**config.mk**
```make
export PLATFORM = sky130hd
export DESIGN_NAME = rstx01a
export DESIGN_NICKNAME = d
export VERILOG_FILES = /design/src/rtl/rstx01a.sv
export SDC_FILE = /design/constraint.sdc
export NUM_CORES = 1
export LEC_CHECK = 0
export CORE_MARGIN = 1
export CORE_UTILIZATION = 51
export CTS_BUF_LIST = sky130_fd_sc_hd__clkbuf_16
export CTS_CLUSTER_SIZE = 25
export DETAILED_ROUTE_END_ITERATION = 10
export PLACE_DENSITY = 0.84
export SLEW_MARGIN = 20
export SYNTH_ARGS = -nofsm -noshare
export SYNTH_HDL_FRONTEND = slang
export SYNTH_SLANG_ARGS = --single-unit
```
**constraint.sdc**
```tcl
create_clock -name F50Clk -period 2.4 [get_ports F50Clk]
set_input_delay 0.48 -clock F50Clk [delete_from_list [all_inputs] [get_ports F50Clk]]
set_output_delay 0.48 -clock F50Clk [all_outputs]
set_load 0.03 [all_outputs]
```
**src/rtl/rstx01a.sv**
```systemverilog
// Byte-wide UART transmitter fed by a one-cycle BitTick enable, with a small FIFO.
// Optional even-parity bit compiled in when RSTX01A_PARITY_EN is defined.
module rstx01a #(
    parameter int FIFO_AW   = 2,
    parameter int STOP_BITS = 1
) (
    input  logic               F50Clk,
    input  logic               reset,
    input  logic               BitTick,
    input  logic [7:0]         TxData,
    input  logic               TxValid,
    output logic               TxReady,
    output logic               TxD,
    output logic               Busy,
    output logic [FIFO_AW:0]   FifoLevel
);

    localparam int              DEPTH     = 1 << FIFO_AW;
    localparam logic [FIFO_AW:0] FULL_LVL = (FIFO_AW + 1)'(DEPTH);

    typedef enum logic [2:0] {
        IDLE,
        START,
        DATA,
`ifdef RSTX01A_PARITY_EN
        PARITY,
`endif
        STOP
    } txState_t;

    logic [7:0]         fifoMem [DEPTH];
    logic [FIFO_AW-1:0] wrPtr;
    logic [FIFO_AW-1:0] rdPtr;
    logic [FIFO_AW:0]   level;
    logic               push;
    logic               pop;
    logic               lastStop;

    txState_t           state;
    logic [7:0]         shiftReg;
    logic [2:0]         bitCnt;
    logic               stopCnt;
`ifdef RSTX01A_PARITY_EN
    logic               parityBit;
`endif

    assign TxReady   = (level != FULL_LVL);
    assign push      = TxValid & TxReady;
    assign lastStop  = (stopCnt == 1'(STOP_BITS - 1));
    // Pop eligibility looks only at the registered level, so a same-cycle push waits a cycle.
    assign pop       = BitTick & (level != '0) &
                       ((state == IDLE) | ((state == STOP) & lastStop));
    assign FifoLevel = level;
    assign Busy      = (state != IDLE) | (level != '0);

    // NOTE: storage has no reset; stale bytes are unreachable once the pointers are cleared.
    always_ff @(posedge F50Clk) begin
        if (push)
            fifoMem[wrPtr] <= TxData;
    end

    // NOTE: every register is updated with <= so all blocks see the pre-edge values.
    always_ff @(posedge F50Clk or posedge reset) begin
        if (reset) begin
            wrPtr <= '0;
            rdPtr <= '0;
            level <= '0;
        end else begin
            if (push)
                wrPtr <= wrPtr + 1'b1;
            if (pop)
                rdPtr <= rdPtr + 1'b1;
            case ({push, pop})
                2'b10:   level <= level + 1'b1;
                2'b01:   level <= level - 1'b1;
                default: level <= level;
            endcase
        end
    end

    always_ff @(posedge F50Clk or posedge reset) begin
        if (reset) begin
            state     <= IDLE;
            TxD       <= 1'b1;
            shiftReg  <= '0;
            bitCnt    <= '0;
            stopCnt   <= 1'b0;
`ifdef RSTX01A_PARITY_EN
            parityBit <= 1'b0;
`endif
        end else if (BitTick) begin
            case (state)
                IDLE: begin
                    TxD <= 1'b1;
                    if (pop) begin
                        shiftReg  <= fifoMem[rdPtr];
`ifdef RSTX01A_PARITY_EN
                        parityBit <= ^fifoMem[rdPtr];
`endif
                        TxD       <= 1'b0;
                        state     <= START;
                    end
                end
                START: begin
                    TxD      <= shiftReg[0];
                    shiftReg <= shiftReg >> 1;
                    bitCnt   <= '0;
                    state    <= DATA;
                end
                DATA: begin
                    if (bitCnt == 3'd7) begin
`ifdef RSTX01A_PARITY_EN
                        TxD     <= parityBit;
                        state   <= PARITY;
`else
                        TxD     <= 1'b1;
                        stopCnt <= 1'b0;
                        state   <= STOP;
`endif
                    end else begin
                        TxD      <= shiftReg[0];
                        shiftReg <= shiftReg >> 1;
                        bitCnt   <= bitCnt + 3'd1;
                    end
                end
`ifdef RSTX01A_PARITY_EN
                PARITY: begin
                    TxD     <= 1'b1;
                    stopCnt <= 1'b0;
                    state   <= STOP;
                end
`endif
                STOP: begin
                    if (!lastStop) begin
                        stopCnt <= stopCnt + 1'b1;
                    end else if (pop) begin
                        // Back-to-back frame: the next start bit replaces the idle period.
                        shiftReg  <= fifoMem[rdPtr];
`ifdef RSTX01A_PARITY_EN
                        parityBit <= ^fifoMem[rdPtr];
`endif
                        TxD       <= 1'b0;
                        state     <= START;
                    end else begin
                        TxD   <= 1'b1;
                        state <= IDLE;
                    end
                end
                default: begin
                    TxD   <= 1'b1;
                    state <= IDLE;
                end
            endcase
        end
    end

endmodule

```
==> metrics.md <==
| Metric | Value |
|---|---|
| Fillcell total | `311` |
| Port-buffer cells | `17` |
| Yosys warns | `0` |
| Final ANT Viol Nets | `0` |
| Path depth of the worst reg2reg path | `9` |
| Remaining DRCs | `0` |
| Post-route cell area | `2710 µm²` |
| TritonCTS buffer count | `5` |
| Tmin final | `2.31 ns` |
| CP delay by family, top | `buffers and inverters` |
| Post-synth EDFFs | `32` |
| Synth area leaders | `edfxtp_1 (41%), dfrtp_1 (22%), mux4_2 (6.8%)` |
| CP max-delay cell | `or4b_1` |
| H-tree levels | `2` |
| Crit path buf inv count | `2` |
| I/O pin count | `18` |
| Antenna violations before repair | `0` |
| Critical path type | `reg2out` |
| Vias in the first global route | `1,396` |
| Post-synth ARST share | `0.396` |
| DR iter-0 viols | `115` |
| Fraction of post-synthesis cell area in the top cell type by area | `0.413` |
| Rows | `24` |
| Crit-path cells | `inv_1, ha_1, or4b_1, dlygate4sd2_1` |
| Peak supply drop | `555 µV` |
| Gate Count Post-Synth | `148` |
| GR Overflow Total | `0` |
| Setup-failing EPs final | `0` |
| CP max stage delay | `0.47 ns` |
| Register bit total from synthesis | `53` |
| Die area | `4830 µm²` |
| Avg Synthesized Cell Area | `15.7 µm²` |
| Int Pwr | `2.30 mW` |
| Sequential power share | `0.430` |
| Routed vias/inst | `5.78` |
| Clock sinks | `53` |
| Seq/Total Area, Yosys | `0.640` |
| CP max FO | `3` |
| CP required | `1.92 ns` |
| Initial Util | `0.534` |
| Yosys cell types | `36` |
| Largest net degree at the start of global routing | `22` |
| Setup Skew | `0.00537 ns` |
| Max clock buf depth | `2` |
| Mapped Nets | `172` |
| Worst Setup Start Kind | `flip-flop` |
| Area of the multi-input gates | `768 µm²` |
| Final hold slack | `0.541 ns` |
| Period Utilization, post-route | `0.965` |
| PwrDens | `1280 nW/µm²` |
| GPL Wtd Cong | `0.774` |
| First-pass GRT wire length | `6890 µm` |
| FF+latch area | `1490 µm²` |
| Clock group share of total power | `0.190` |
| Drt wl/cell | `17.6 µm` |
| Placement Setup Slack | `-0.0824 ns` |
| Layout cells sized above 1 | `0.180` |
| Slew margin rel. | `0.464` |
| CP endpoint kind | `primary output` |
| Final WS setup | `0.0850 ns` |
| Dominant cell type by area after synthesis | `edfxtp_1` |
| Worst path arrival time | `1.83 ns` |
| Chip height | `69.5 µm` |
| Max Slew Vio Count | `0` |
| Hpwl dp | `2820 µm` |
| TritonCTS clock tree | `done` |
| Synth Flop Type | `edfxtp_1` |
| Achievable Freq | `432 MHz` |
| CORE AREA | `4350 µm²` |
| Post-Route WL | `3950 µm` |
| Synth Cell Area | `2320 µm²` |
| Clock transition at path regs | `0.06 ns` |
| LEAKAGE | `1.06 nW` |
| Root Driver | `clkbuf_16` |
| Worst-Skew Late Latency | `0.28 ns` |
| First-pass detailed-route iteration total | `4` |
| Cts hold-fix bufs | `0` |
| Max-cap violations | `0` |
| RSZ-0062 raised after global routing | `no` |
| WP depth | `4` |
| P&R area growth vs syn | `16.6%` |
| Worst slew pin tran | `0.803 ns` |
| Hold path cells | `2` |
| Gr usage total | `0.189` |
| Switch Pwr | `1.18 mW` |
| Nets | `195` |
| Horiz. Die Dim | `69.5 µm` |
| Sw Ratio | `0.339` |
| Via count | `1,294` |
| Status | `finished, final reports clean` |
| Worst hold path class | `reg2reg` |
| Final Hold Vio Count | `0` |
| Antenna diode count | `0` |
| Fin util | `0.622` |
| Placed inst area | `2570 µm²` |
| Logic gate share of total power | `0.380` |
[final cells by class]
cell class | count | area share
clock inverters | 3 | 0.00462
inverters | 12 | 0.0166
multi-input cells | 77 | 0.283
well taps | 52 | 0.0240
repair buffers | 22 | 0.0762
clock buffers | 5 | 0.0462
flip-flops and latches | 53 | 0.549
[synthesized netlist by cell type (3+ instances only)]
master,instances
nor3_1,3
ha_1,11
o221a_2,7
nand2_1,3
o21ai_1,6
dfrtp_1,20
mux4_2,7
edfxtp_1,32
inv_1,10
or4_1,7
and3_1,4
clkbuf_1,4
xor2_1,4
[power by group through the flow]
stage | clock network [mW] | logic [mW] | registers (mW)
after floorplan | 0 | 0.944 | 1.47
after global placement | 0 | 1.22 | 1.49
after detailed placement | 0 | 1.31 | 1.51
after CTS | 0.670 | 1.33 | 1.50
after global routing | 0.717 | 1.45 | 1.54
final | 0.662 | 1.32 | 1.49
[repair_timing]
action | 4_1_cts | 5_1_grt
setup endpoints to repair | 1 | 1
pin swaps | 0 | 0
gates resized for setup | 1 | 1
setup buffers | 0 | 0
[final timing paths]
check | start | end | slack, ns
worst min-delay path | shiftReg[0] | TxD | 0.54
worst max-delay path | state[0] | Busy | 0.09
worst max register to register | FifoLevel[0] | FifoLevel[2] | 0.16
min in group asynchronous | reset | FifoLevel[2] | 0.65
max in group asynchronous | reset | bitCnt[0] | 1.25
worst min register to register | shiftReg[0] | TxD | 0.54
[worst reg2reg max path, cell delays in order (launching register included)]
cell	delay, ns
dfrtp_1	0.44
or3b_4	0.43
and2_1	0.22
inv_2	0.06
ha_1	0.17
inv_1	0.06
fa_1	0.37
xor2_1	0.15
nor2_1	0.11
xor2_1	0.16
[flip-flops by register name, indices dropped and copies added, names as in the netlist]
| name | count |
|---|---|
| fifoMem | 32 |
| shiftReg | 8 |
| FifoLevel | 3 |
| bitCnt | 3 |
| rdPtr | 2 |
| state | 2 |
| wrPtr | 2 |
| TxD | 1 |
[stage by stage]
stage	power, mW	TNS, ns	cells
final	3.48	0	224
after global routing	3.70	0	224
after CTS	3.50	0	224
after detailed placement	2.83	-0.0824	216
after global placement	2.71	0	216
after floorplan	2.41	0	148
[cell usage in the layout (no fill, tap or decap), types with 2 or more instances in the layout]
cell / count
or4_1: 7
buf_4: 5
nor3_1: 3
mux4_2: 7
a21oi_1: 2
and3_1: 4
clkbuf_16: 5
nand2_1: 3
edfxtp_1: 32
mux2i_1: 2
nor2_1: 2
xnor2_1: 2
nand2b_1: 2
o21ai_1: 6
o221a_2: 7
ha_1: 11
inv_1: 12
inv_2: 2
xor2_1: 4
dfrtp_1: 20
clkdlybuf4s50_1: 16
[metal layers]
layer | GRT usage | vias up | wire length, µm
li1 | - | 607 | -
met1 | 0.235 | 657 | 1610
met2 | 0.325 | 24 | 2150
met3 | 0.0436 | 6 | 136
met4 | 0.0680 | 0 | 48
met5 | 0 | - | 0
[cell families (layout without fill, tap and decap cells)]
kind of cell	Yosys count	count (layout)	share of synthesized area
buf+inv	18	42	0.0328
simple gates	28	28	0.0753
fa+ha+maj	12	12	0.0678
compound gates	20	20	0.0689
xor+xnor	6	6	0.0226
flops	53	53	0.640
mux	11	11	0.0926
Power figures use the tool's default switching activity.
